$ cat src/rtl/synapse_uart_tx.sv
// Register-mapped 8N1 serial transmitter: CPU writes queue bytes in a small FIFO,
// and a status word reports full/empty/activity/overflow/count back to the CPU.
module synapse_uart_tx #(
  parameter int CLKS_PER_BIT = 434,
  parameter int FIFO_DEPTH   = 4,
  parameter int FIFO_AW      = 2
) (
  input  logic        sysclk,
  input  logic        sysreset,
  input  logic [15:0] wr_data,
  input  logic        wr_load,
  output logic [15:0] status_out,
  output logic        txd,
  output logic        busy
);

  typedef enum logic [1:0] {
    ST_IDLE  = 2'd0,
    ST_START = 2'd1,
    ST_DATA  = 2'd2,
    ST_STOP  = 2'd3
  } tx_state_e;

  localparam logic [15:0]      BAUD_RELOAD = 16'(CLKS_PER_BIT - 1);
  localparam logic [FIFO_AW:0] FULL_COUNT  = (FIFO_AW + 1)'(FIFO_DEPTH);

  logic [7:0]         mem_q [FIFO_DEPTH];
  logic [FIFO_AW-1:0] rd_ptr_q, rd_ptr_d;
  logic [FIFO_AW-1:0] wr_ptr_q, wr_ptr_d;
  logic [FIFO_AW:0]   count_q, count_d;
  logic               overflow_q, overflow_d;

  tx_state_e          state_q, state_d;
  logic [15:0]        baud_q, baud_d;
  logic [2:0]         bit_idx_q, bit_idx_d;
  logic [7:0]         shift_q, shift_d;
  logic               txd_q, txd_d;

  logic fifo_full, fifo_empty, tx_active;
  logic push_req, cmd_req, push, pop;
  logic unused_wr_bits;

  assign fifo_full  = (count_q == FULL_COUNT);
  assign fifo_empty = (count_q == '0);
  assign tx_active  = (state_q != ST_IDLE);

  assign cmd_req  = wr_load &  wr_data[15];
  assign push_req = wr_load & ~wr_data[15];
  // A push into a full FIFO is only safe when the FSM frees a slot in the same cycle.
  assign push     = push_req & (~fifo_full | pop);

  assign unused_wr_bits = ^wr_data[14:8];

  // FIFO bookkeeping
  always_comb begin
    rd_ptr_d   = rd_ptr_q;
    wr_ptr_d   = wr_ptr_q;
    count_d    = count_q;
    overflow_d = overflow_q;
    if (pop)  rd_ptr_d = rd_ptr_q + 1'b1;
    if (push) wr_ptr_d = wr_ptr_q + 1'b1;
    unique case ({push, pop})
      2'b10:   count_d = count_q + 1'b1;
      2'b01:   count_d = count_q - 1'b1;
      default: count_d = count_q;
    endcase
    if (cmd_req) begin
      overflow_d = 1'b0;
    end else if (push_req && !push) begin
      overflow_d = 1'b1;
    end
  end

  // Transmit FSM; txd_d is computed alongside the state so the line changes on the same edge.
  always_comb begin
    state_d   = state_q;
    baud_d    = baud_q;
    bit_idx_d = bit_idx_q;
    shift_d   = shift_q;
    txd_d     = txd_q;
    pop       = 1'b0;
    unique case (state_q)
      ST_IDLE: begin
        txd_d = 1'b1;
        if (!fifo_empty) begin
          pop       = 1'b1;
          shift_d   = mem_q[rd_ptr_q];
          baud_d    = BAUD_RELOAD;
          bit_idx_d = '0;
          state_d   = ST_START;
          txd_d     = 1'b0;
        end
      end
      ST_START: begin
        if (baud_q == '0) begin
          baud_d  = BAUD_RELOAD;
          state_d = ST_DATA;
          txd_d   = shift_q[0];
        end else begin
          baud_d = baud_q - 1'b1;
        end
      end
      ST_DATA: begin
        if (baud_q == '0) begin
          baud_d    = BAUD_RELOAD;
          shift_d   = shift_q >> 1;
          bit_idx_d = bit_idx_q + 1'b1;
          if (bit_idx_q == 3'd7) begin
            state_d = ST_STOP;
            txd_d   = 1'b1;
          end else begin
            txd_d = shift_q[1];
          end
        end else begin
          baud_d = baud_q - 1'b1;
        end
      end
      ST_STOP: begin
        if (baud_q == '0) begin
          state_d = ST_IDLE;
          txd_d   = 1'b1;
        end else begin
          baud_d = baud_q - 1'b1;
        end
      end
      default: begin
        state_d = ST_IDLE;
        txd_d   = 1'b1;
      end
    endcase
  end

  // NOTE: sequential state uses non-blocking assignments so every register samples pre-edge values.
  always_ff @(posedge sysclk or negedge sysreset) begin
    if (!sysreset) begin
      rd_ptr_q   <= '0;
      wr_ptr_q   <= '0;
      count_q    <= '0;
      overflow_q <= 1'b0;
      state_q    <= ST_IDLE;
      baud_q     <= '0;
      bit_idx_q  <= '0;
      shift_q    <= '0;
      txd_q      <= 1'b1;
    end else begin
      rd_ptr_q   <= rd_ptr_d;
      wr_ptr_q   <= wr_ptr_d;
      count_q    <= count_d;
      overflow_q <= overflow_d;
      state_q    <= state_d;
      baud_q     <= baud_d;
      bit_idx_q  <= bit_idx_d;
      shift_q    <= shift_d;
      txd_q      <= txd_d;
    end
  end

  // NOTE: the byte storage has no reset; entries are only read when count says they are valid.
  always_ff @(posedge sysclk) begin
    if (push) mem_q[wr_ptr_q] <= wr_data[7:0];
  end

  assign status_out = {{(16 - 5 - FIFO_AW){1'b0}}, count_q, overflow_q, tx_active,
                       fifo_empty, fifo_full};
  assign txd        = txd_q;
  assign busy       = tx_active | ~fifo_empty;

endmodule

$ cat config.mk
export PLATFORM = sky130hd
export DESIGN_NAME = synapse_uart_tx
export DESIGN_NICKNAME = d
export VERILOG_FILES = /design/src/rtl/synapse_uart_tx.sv
export SDC_FILE = /design/constraint.sdc
export NUM_CORES = 1
export LEC_CHECK = 0
export BUFFER_PORTS_ARGS = -buffer_cell sky130_fd_sc_hd__buf_2
export CAP_MARGIN = 20
export CORE_MARGIN = 4
export CORE_UTILIZATION = 40
export CTS_BUF_LIST = sky130_fd_sc_hd__clkbuf_2
export DETAILED_ROUTE_END_ITERATION = 8
export PLACE_DENSITY = 0.71
export SLEW_MARGIN = 20
export SYNTH_ARGS = -nofsm -noshare
export SYNTH_HDL_FRONTEND = slang
export SYNTH_SLANG_ARGS = --single-unit
$ cat constraint.sdc
create_clock -name sysclk -period 2.42 [get_ports sysclk]
set_input_delay 0.484 -clock sysclk [delete_from_list [all_inputs] [get_ports sysclk]]
set_output_delay 0.484 -clock sysclk [all_outputs]
set_load 0.01 [all_outputs]
==> parameters.txt, run 1 <==
Parameter                              Value

Synth
  Number of standard cells after synthesis    between 300 and 400
  Syn avg cell area    11.8 sq um
  Top_reg_cell synth    dfrtp_1
  Post-synthesis instance area    3760 sq um
  Ys async rst share    54.3%
  Share of the yosys chip area belonging to registers    about half
  Ranking of synthesized cells by instance count    37 x dfrtp_1, 32 x edfxtp_1, 31 x nand2_1, 18 x nand3_1, 14 x nand4_1
  Share of the synthesized area in the top cell type    between 20% and 30%
  Post-synth cell types    between 60 and 70
  Count leader, synth    dfrtp_1
  Largest area contributor in the synthesized netlist    edfxtp_1
  Dominant cells by area after synthesis    edfxtp_1 26%, dfrtp_1 25%, mux4_2 4.8%
  Number of warning messages in the yosys log    0
  Post-synth EDFFs    32
  Synthesized flop and latch total    70

Timing
  # setup viols final    0
  Setup TNS    0 ns
  Slew of the pin with the lowest slew margin    0.890 ns
  Setup repair after global routing missed its margin    false
  Final period demand of the worst path    ~2.3 ns
  Top achievable clock speed    442 MHz
  Final worst-path cycle share    93.5%
  Final number of hold-violating endpoints    0
  Relative slew slack    40.7%
  Pins over their slew limit    0
  Largest clock skew in the final design    0.0225 ns

Finish
  Fin nets    386
  Proportion of layout cells with a drive suffix above 1    26.5%
  Final instance area    4210 sq um
  Layout Utilization    between 40% and 50%
  Layout Area Growth over Synthesis    11.8%
  Number of diodes    0

Routing
  DR vias/cell    5.57
  Number of nets with antenna violations after detailed routing    0
  Aggregate routed wire length    7680 um
  Detailed Route Iter0 Violations    155
  Overall via count from detail_route    approximately 2600
  Detailed-routing iteration count for the pre-antenna-repair pass    4
  Routed WL per cell    16.4 um
  DRC violations left    0

CTS
  CTS Buf Count    9
  CTS H-tree depth    3
  CTS tree    done
  Number of sinks on the clock net    70
  Clock root buffer    clkbuf_2
  Deepest clock path buffer count    2
  Number of buffers added to fix hold violations after cts    0
  Latest clock arrival within the worst-skew pair    0.51 ns
  Worst-path clk slew    0.22 ns

Power
  Cell area power density    approximately 1300 nW/um^2
  Total power consumption of the routed design    5.54 mW
  Worst vdd rail ir drop    820 uV
  Static leakage    between 1.5 and 2 nW

Floorplan
  Initial standard-cell utilization of the core    between 40 and 50%
  Area of the die    11000 sq um
  Std-Cell Core Area    9200 sq um
  Die Y-Extent    105 um
  IO Count    37
  Die width    105 um
  Number of cell rows    35

Global route
  Maximum number of pins on one net before global-route repair    39
  Global-route usage over all layers    14.8%
  Gr ovfl total    0
  Wire length of the first global-routing pass    approximately 13000 um
  Initial antenna violation count    0
  Number of global-route vias before repair    around 2600

Worst hold path
  Path type of the worst min-delay path    in2async

Outcome
  Result of the run    completed

Setup path
  Worst EP arrival    1.78 ns
  Sort of element at the start of the critical path    flip-flop
  Critical path required time    1.94 ns
  Critical path class    reg2out
  Peak fanout along the critical path    6
  Endpoint class of the critical path    output port

Place
  Final HPWL from detailed placement    5380 um
  Final weighted congestion in routability-driven placement    0.797
  Count of input and output buffers    20
  Placed instance area    4010 sq um

Job
  Count of maximum capacitance violations    0
[cell families (layout without fill, tap and decap cells)]
family | after synthesis | after routing | synth area share, %
multiplexers | 20 | 20 | 9.05
AO/OA/AOI/OAI | 52 | 52 | 9.78
AND/OR/NAND/NOR | 111 | 111 | 18.1
flip-flops | 70 | 70 | 50.8
adder cells (fa/ha/maj) | 14 | 14 | 4.86
buffers and inverters | 46 | 77 | 6.09
other | 1 | 9 | 0.0997
XOR/XNOR | 5 | 5 | 1.16
[placed cells by master, fill, tap and decap left out, types with 7 or more instances in the layout]
master,instances
dfrtp_1,37
edfxtp_1,32
nand2_1,31
buf_4,25
buf_2,20
nand3_1,18
nand4_1,14
o21ai_0,13
ha_1,12
inv_1,11
nor2_1,10
conb_1,9
clkbuf_2,9
mux4_2,8
mux2_4,7
a31oi_1,7
[path summary, 6_finish.rpt]
kind / startpoint / end / slack, ns / cells past startpoint
worst max-delay path: state_q[0]$_DFFE_PN0P_ / busy / 0.16 / 6
worst min-delay path: sysreset / count_q[2]$_DFFE_PN0P_ / 0.06 / 1
worst max register to register: state_q[0]$_DFFE_PN0P_ / count_q[2]$_DFFE_PN0P_ / 0.20 / 7
worst min register to register: shift_q[4]$_DFFE_PN0P_ / shift_q[4]$_DFFE_PN0P_ / 0.54 / 1
max in group asynchronous: sysreset / wr_ptr_q[1]$_DFFE_PN0P_ / 1.80 / 1
min in group sysclk: wr_data[15] / overflow_q$_DFFE_PN0P_ / 0.13 / 2
[where the power goes]
group / switching (mW) / internal, mW
registers: 0.335 / 1.59
clock network: 0.453 / 0.251
logic: 1.51 / 1.41
[cell type report]
| type | count | area [sq um] |
|---|---|---|
| Timing Repair Buffer | 46 | 299 |
| Multi-Input combinational cell | 211 | 1670 |
| Clock inverter | 7 | 80.1 |
| Tap cell | 111 | 139 |
| Fill cell | 821 | 4990 |
| Sequential cell | 70 | 1910 |
| Clock buffer | 9 | 45.0 |
| Inverter | 15 | 58.8 |
[repair_timing]
| item | in CTS | in global routing |
|---|---|---|
| resized for setup | 5 | 1 |
| hold endpoints to repair | 0 | 0 |
| pin swaps | 1 | 0 |
| setup buffers | 4 | 4 |
| endpoints found under the setup margin | 1 | 1 |
[through the flow]
step                      cells  setup slack (ns)  hold slack, ns
final                       469             0.157          0.0639
after global routing        469            0.0206          0.0685
after CTS                   466            0.0113          0.0541
after detailed placement    446            0.0914           0.496
after global placement      446             0.178           0.498
after floorplan             327             0.134           0.188
[critical path: stages (launching register included)]
cell	delay [ns]
dfrtp_1	0.44
inv_2	0.10
ha_4	0.17
nor4b_4	0.21
buf_6	0.15
inv_4	0.05
buf_2	0.13
[sequential cells by signal (all words and copies together), names as in the netlist]
register	flops
count_q	3
bit_idx_q	3
txd	1
shift_q	8
overflow_q	1
mem_q	32
state_q	2
baud_q	16
wr_ptr_q	2
rd_ptr_q	2
[per-layer routing]
layer,vias up,track usage (%),routed length (um)
li1,1250,-,-
met2,65,25.1,3940
met4,0,3.84,105
met3,10,4.51,377
met1,1289,18.3,3250
met5,-,0,0
Power figures use the tool's default switching activity.
==> run 2, diff against run 1 <==
Settings changed: PLACE_DENSITY 0.71 to 0.69.
Clock period 2.42 ns to 2.9 ns, I/O delays scaled along.
==> parameters.txt, run 2 (synthesis gave the netlist of run 1 again) <==
Parameter                              Value

Outcome
  Result of the run    completed

Finish
  Fin nets    370
  Layout Cells excl Fill    453
  Number of diodes    0
  Commonest non-fill, non-tap cells in the layout    37 x dfrtp_1, 32 x edfxtp_1, 31 x nand2_1, 20 x buf_2, 18 x nand3_1
  Leading cell type in the layout, fill and taps excluded    dfrtp_1
  Fill cell instance count of the final layout    868
  Largest registers    mem_q (32), baud_q (16), shift_q (8)
  Layout Area Growth over Synthesis    8.05%
  Flip-flop count of the largest register after layout    32
  Proportion of layout cells with a drive suffix above 1    22.5%
  Total area of multi-input combinational cells    1660 sq um
  Sequential Area    1910 sq um
  Reg with most FFs    mem_q

Setup path
  Worst r2r dst    mem_q[3][1]$_DFFE_PP_
  Peak fanout along the critical path    11
  Critical path required time    2.32 ns
  Worst EP arrival    2.08 ns
  R2R setup slack    0.56 ns
  Critical path class    reg2out
  Startpoint of the worst register-to-register path    state_q[1]$_DFFE_PN0P_
  Number of cell instances on the worst register-to-register path    6
  Sort of element at the start of the critical path    flip-flop
  Endpoint class of the critical path    output port

Global route
  Gr ovfl total    0
  Initial antenna violation count    0
  Wire length of the first global-routing pass    around 13000 um
  Global-route usage over all layers    14.3%
  Number of global-route vias before repair    2509
  Maximum number of pins on one net before global-route repair    39

Timing
  Final period demand of the worst path    roughly 2.7 ns
  Top achievable clock speed    376 MHz
  Final worst slack    0.237 ns
  Slew of the pin with the lowest slew margin    roughly 0.88 ns
  Final number of hold-violating endpoints    0
  Relative slew slack    41.5%
  Pins over their slew limit    0
  # setup viols final    0
  Final worst-path cycle share    91.8%
  Largest clock skew in the final design    0.0373 ns
  Setup TNS    0 ns
  Setup repair after global routing missed its margin    false
  Worst slack on hold paths    between 0.15 and 0.2 ns

Place
  Count of input and output buffers    20
  Final HPWL from detailed placement    5080 um
  Pre-CTS setup slack    about 0.45 ns
  Final weighted congestion in routability-driven placement    0.844
  Post-placement cell count    437

CTS
  CTS Buf Count    9
  Clock root buffer    clkbuf_2
  Post-CTS repair timing setup buffer count    0
  Deepest clock path buffer count    2
  Worst-path clk slew    between 0.2 and 0.25 ns
  CTS H-tree depth    3
  Number of sinks on the clock net    70
  Number of buffers added to fix hold violations after cts    0
  Latest clock arrival within the worst-skew pair    0.51 ns
  CTS tree    done

Floorplan
  Initial standard-cell utilization of the core    between 40% and 50%
  Die Y-Extent    105 um
  Area of the die    approximately 11000 sq um
  IO Count    37
  Std-Cell Core Area    9200 sq um
  Die width    105 um
  Number of cell rows    35

Worst hold path
  Path type of the worst min-delay path    in2async

Routing
  Aggregate routed wire length    7420 um
  Overall via count from detail_route    2503
  Routed WL per cell    16.4 um
  DR vias/cell    around 5.5
  Number of nets with antenna violations after detailed routing    0
  Detailed Route Iter0 Violations    138
  DRC violations left    0
  Detailed-routing iteration count for the pre-antenna-repair pass    5

Power
  Worst vdd rail ir drop    524 uV
  Cell area power density    1090 nW/um^2
  Static leakage    1.64 nW

Job
  Count of maximum capacitance violations    0
run 2: changes by cell type in the layout (fill, tap and decap cells not counted):
cell / before / now
ha_2: 0 / 1
buf_6: 1 / 0
clkbuf_2: 9 / 10
inv_6: 3 / 1
inv_2: 2 / 1
clkinvlp_4: 2 / 3
buf_4: 25 / 10
ha_4: 1 / 0
inv_4: 1 / 0
inv_1: 11 / 13
run 2: cell type report:
class                   instances  share of cell area [%]
inverters                      15                    1.39
multi-input cells             211                    40.9
clock buffers                  10                    1.23
repair buffers                 30                    4.31
well taps                     111                    3.42
flip-flops and latches         70                    47.1
clock inverters                 6                    1.72
run 2: worst max-delay path, cell delays in order, from the launching register on:
cell	delay, ns
dfrtp_1	0.46
inv_1	0.12
ha_2	0.33
nor4b_4	0.35
inv_2	0.14
buf_2	0.17
run 2: what timing repair did:
action                                 4_1_cts  5_1_grt
gates resized for setup                      0        1
setup endpoints to repair                    0        1
endpoints found under the hold margin        0        0
run 2: routing by layer:
metal | GRT usage (%) | wire, um | up-vias
met3 | 3.77 | 349 | 5
met1 | 19.0 | 3340 | 1219
li1 | - | - | 1219
met2 | 23.4 | 3680 | 60
met4 | 3.37 | 45 | 0
met5 | 0 | 0 | -
run 2: metrics by stage:
step,power [mW],util [%],cell area (sq um)
global route,4.78,44.2,4070
global placement,3.78,42.9,3940
finish,4.41,44.2,4070
CTS,4.44,44.2,4060
floorplan,3.31,-,3790
detailed placement,3.86,42.9,3940
run 2: worst max path at each step:
stage,start,end,slack [ns],cells past startpoint
after floorplan,wr_data[15],count_q[2]$_DFFE_PN0P_,0.57,6
after global placement,state_q[0]$_DFFE_PN0P_,count_q[2]$_DFFE_PN0P_,0.55,6
after detailed placement,state_q[0]$_DFFE_PN0P_,mem_q[3][2]$_DFFE_PP_,0.45,6
after CTS,state_q[1]$_DFFE_PN0P_,busy,0.06,5
after global routing,state_q[1]$_DFFE_PN0P_,busy,0.006,5
final,state_q[1]$_DFFE_PN0P_,busy,0.24,5
run 2: report_power, final:
group / switching, mW / total, mW / internal, mW
Combinational: 1.15 / 2.17 / 1.02
Clock: 0.372 / 0.578 / 0.206
Sequential: 0.344 / 1.67 / 1.32
==> run 3, diff against run 2 <==
Settings changed: PLACE_DENSITY 0.69 to 0.71.
Clock period 2.9 ns to 2.2 ns, I/O delays scaled along.
==> parameters.txt, run 3 (synthesis gave the netlist of run 1 again) <==
Parameter                              Value

Timing
  Final number of hold-violating endpoints    0
  Top achievable clock speed    435 MHz
  Final worst-path cycle share    105%
  Largest clock skew in the final design    0.0193 ns
  Final worst slack    -0.101 ns
  Setup repair after global routing missed its margin    true
  # setup viols final    2
  Slew of the pin with the lowest slew margin    0.647 ns
  Relative slew slack    a little under three fifths
  Pins over their slew limit    0
  Final period demand of the worst path    approximately 2.3 ns

Power
  Total power consumption of the routed design    6.31 mW
  Net switching power figure    2.62 mW
  Logic pwr share    a little under three fifths
  Static leakage    1.81 nW
  Switching part of the total power    41.5%
  Worst vdd rail ir drop    729 uV
  Clock network fraction of total power    11.0%
  Cell area power density    1440 nW/um^2
  Fraction of power consumed by sequential logic    33.6%
  Power Internal    3.69 mW

Finish
  Commonest non-fill, non-tap cells in the layout    35 x dfrtp_1, 35 x buf_4, 32 x edfxtp_1, 31 x nand2_1
  Reg with most FFs    mem_q
  Layout Area Growth over Synthesis    16.4%
  Layout Utilization    47.6%
  Final instance area    4380 sq um
  Fin nets    400
  Largest registers    mem_q (32), baud_q (16), shift_q (8)
  Proportion of layout cells with a drive suffix above 1    31.7%
  Number of diodes    0
  Flip-flop count of the largest register after layout    32

Setup path
  Critical path required time    1.76 ns
  Gate family responsible for the most delay along the worst path    buffers and inverters
  Most used cell along the critical path    buf_6
  Number of buffer and inverter instances along the worst setup path    5
  Critical path class    reg2out
  Number of cell instances on the worst register-to-register path    7
  Startpoint of the worst register-to-register path    state_q[0]$_DFFE_PN0P_
  Peak fanout along the critical path    2
  Worst r2r dst    count_q[2]$_DFFE_PN0P_
  Worst EP arrival    1.86 ns
  R2R setup slack    0.06 ns
  Endpoint class of the critical path    output port
  Cell breakdown of the critical path    inv_2 -> ha_4 -> buf_6 -> nor4b_4 -> buf_12 -> inv_8 -> buf_6
  Largest incremental delay on the critical path    about 0.45 ns
  Crit path max-delay cell type    dfrtp_1
  Sort of element at the start of the critical path    flip-flop

Global route
  GR met1 Demand/Resource    about a fifth
  Initial antenna violation count    0
  Global Route met2 Usage    26.1%
  Wire length of the first global-routing pass    13400 um
  Number of global-route vias before repair    2727
  Global-route usage over all layers    15.2%
  Busiest grt layer    met2
  Gr ovfl total    0
  Maximum number of pins on one net before global-route repair    23
  Met3 GRT Util    3.89%

Floorplan
  Std-Cell Core Area    slightly above 9000 sq um
  Area of the die    11000 sq um
  Die width    roughly 100 um
  Number of cell rows    35
  IO Count    37
  Die Y-Extent    105 um
  Initial standard-cell utilization of the core    40.9%

Routing
  Detailed Route Iter0 Violations    122
  Routed WL per cell    16.2 um
  Aggregate routed wire length    7830 um
  DRC violations left    0
  Detailed-routing iteration count for the pre-antenna-repair pass    4
  Overall via count from detail_route    between 2000 and 3000
  Number of nets with antenna violations after detailed routing    0
  DR vias/cell    5.49

Worst hold path
  Hold EP    overflow_q$_DFFE_PN0P_
  Critical hold path startpoint    wr_data[15]
  Path type of the worst min-delay path    in2reg
  Number of instances on the worst hold path    2

CTS
  Number of sinks on the clock net    70
  CTS tree    done
  CTS H-tree depth    3
  Clock root buffer    clkbuf_2
  Worst-path clk slew    0.22 ns
  Latest clock arrival within the worst-skew pair    0.52 ns
  Deepest clock path buffer count    2
  CTS Buf Count    9

Outcome
  Result of the run    finished, violations left
  Failing checks    negative setup slack

Job
  Count of maximum capacitance violations    0

Place
  Placed instance area    4080 sq um
  Final HPWL from detailed placement    approximately 5400 um
  Count of input and output buffers    20
  Final weighted congestion in routability-driven placement    0.804
run 3: through the flow:
stage	setup TNS, ns	hold WS, ns	worst slack, ns	instances
floorplan	0	0.144	0.0102	327
global placement	0	0.383	0.122	452
detailed placement	0	0.389	0.0831	452
CTS	-0.128	0.0510	-0.0900	481
global route	-0.415	0.0256	-0.182	483
finish	-0.147	0.0723	-0.101	483
run 3: worst max path at each step:
stage	startpoint	to	slack [ns]	cells past startpoint
after floorplan	wr_data[15]	count_q[2]$_DFFE_PN0P_	0.01	6
after global placement	state_q[0]$_DFFE_PN0P_	mem_q[2][2]$_DFFE_PP_	0.12	7
after detailed placement	state_q[0]$_DFFE_PN0P_	mem_q[3][3]$_DFFE_PP_	0.08	7
after CTS	state_q[1]$_DFFE_PN0P_	busy	-0.09	7
after global routing	state_q[0]$_DFFE_PN0P_	busy	-0.18	7
final	state_q[0]$_DFFE_PN0P_	busy	-0.10	7
run 3: layer usage:
| layer | vias up | wire (um) |
|---|---|---|
| li1 | 1285 | - |
| met2 | 57 | 4050 |
| met4 | 0 | 136 |
| met3 | 13 | 332 |
| met1 | 1299 | 3310 |
| met5 | - | 0 |
run 3: power groups by stage:
stage | Sequential [mW] | Clock (mW) | Combinational (mW)
2_1_floorplan | 2.02 | 0 | 2.35
3_3_place_gp | 2.14 | 0 | 3.07
3_5_place_dp | 2.16 | 0 | 3.17
4_1_cts | 2.12 | 0.716 | 3.43
5_1_grt | 2.18 | 0.778 | 3.86
6_report | 2.12 | 0.695 | 3.49
run 3: area by class of cell:
type	count	area [sq um]
clock inverters	7	61.3
flip-flops and latches	70	1920
well taps	111	139
repair buffers	60	469
fillers	852	4820
multi-input cells	211	1690
clock buffers	9	45.0
inverters	15	63.8
run 3: timing repair:
action	in CTS	in global routing
gates resized for setup	11	9
gates cloned	1	0
pin swaps	1	1
endpoints found under the hold margin	15	0
endpoints found under the setup margin	3	51
buffers inserted	11	2
hold buffers	1	0
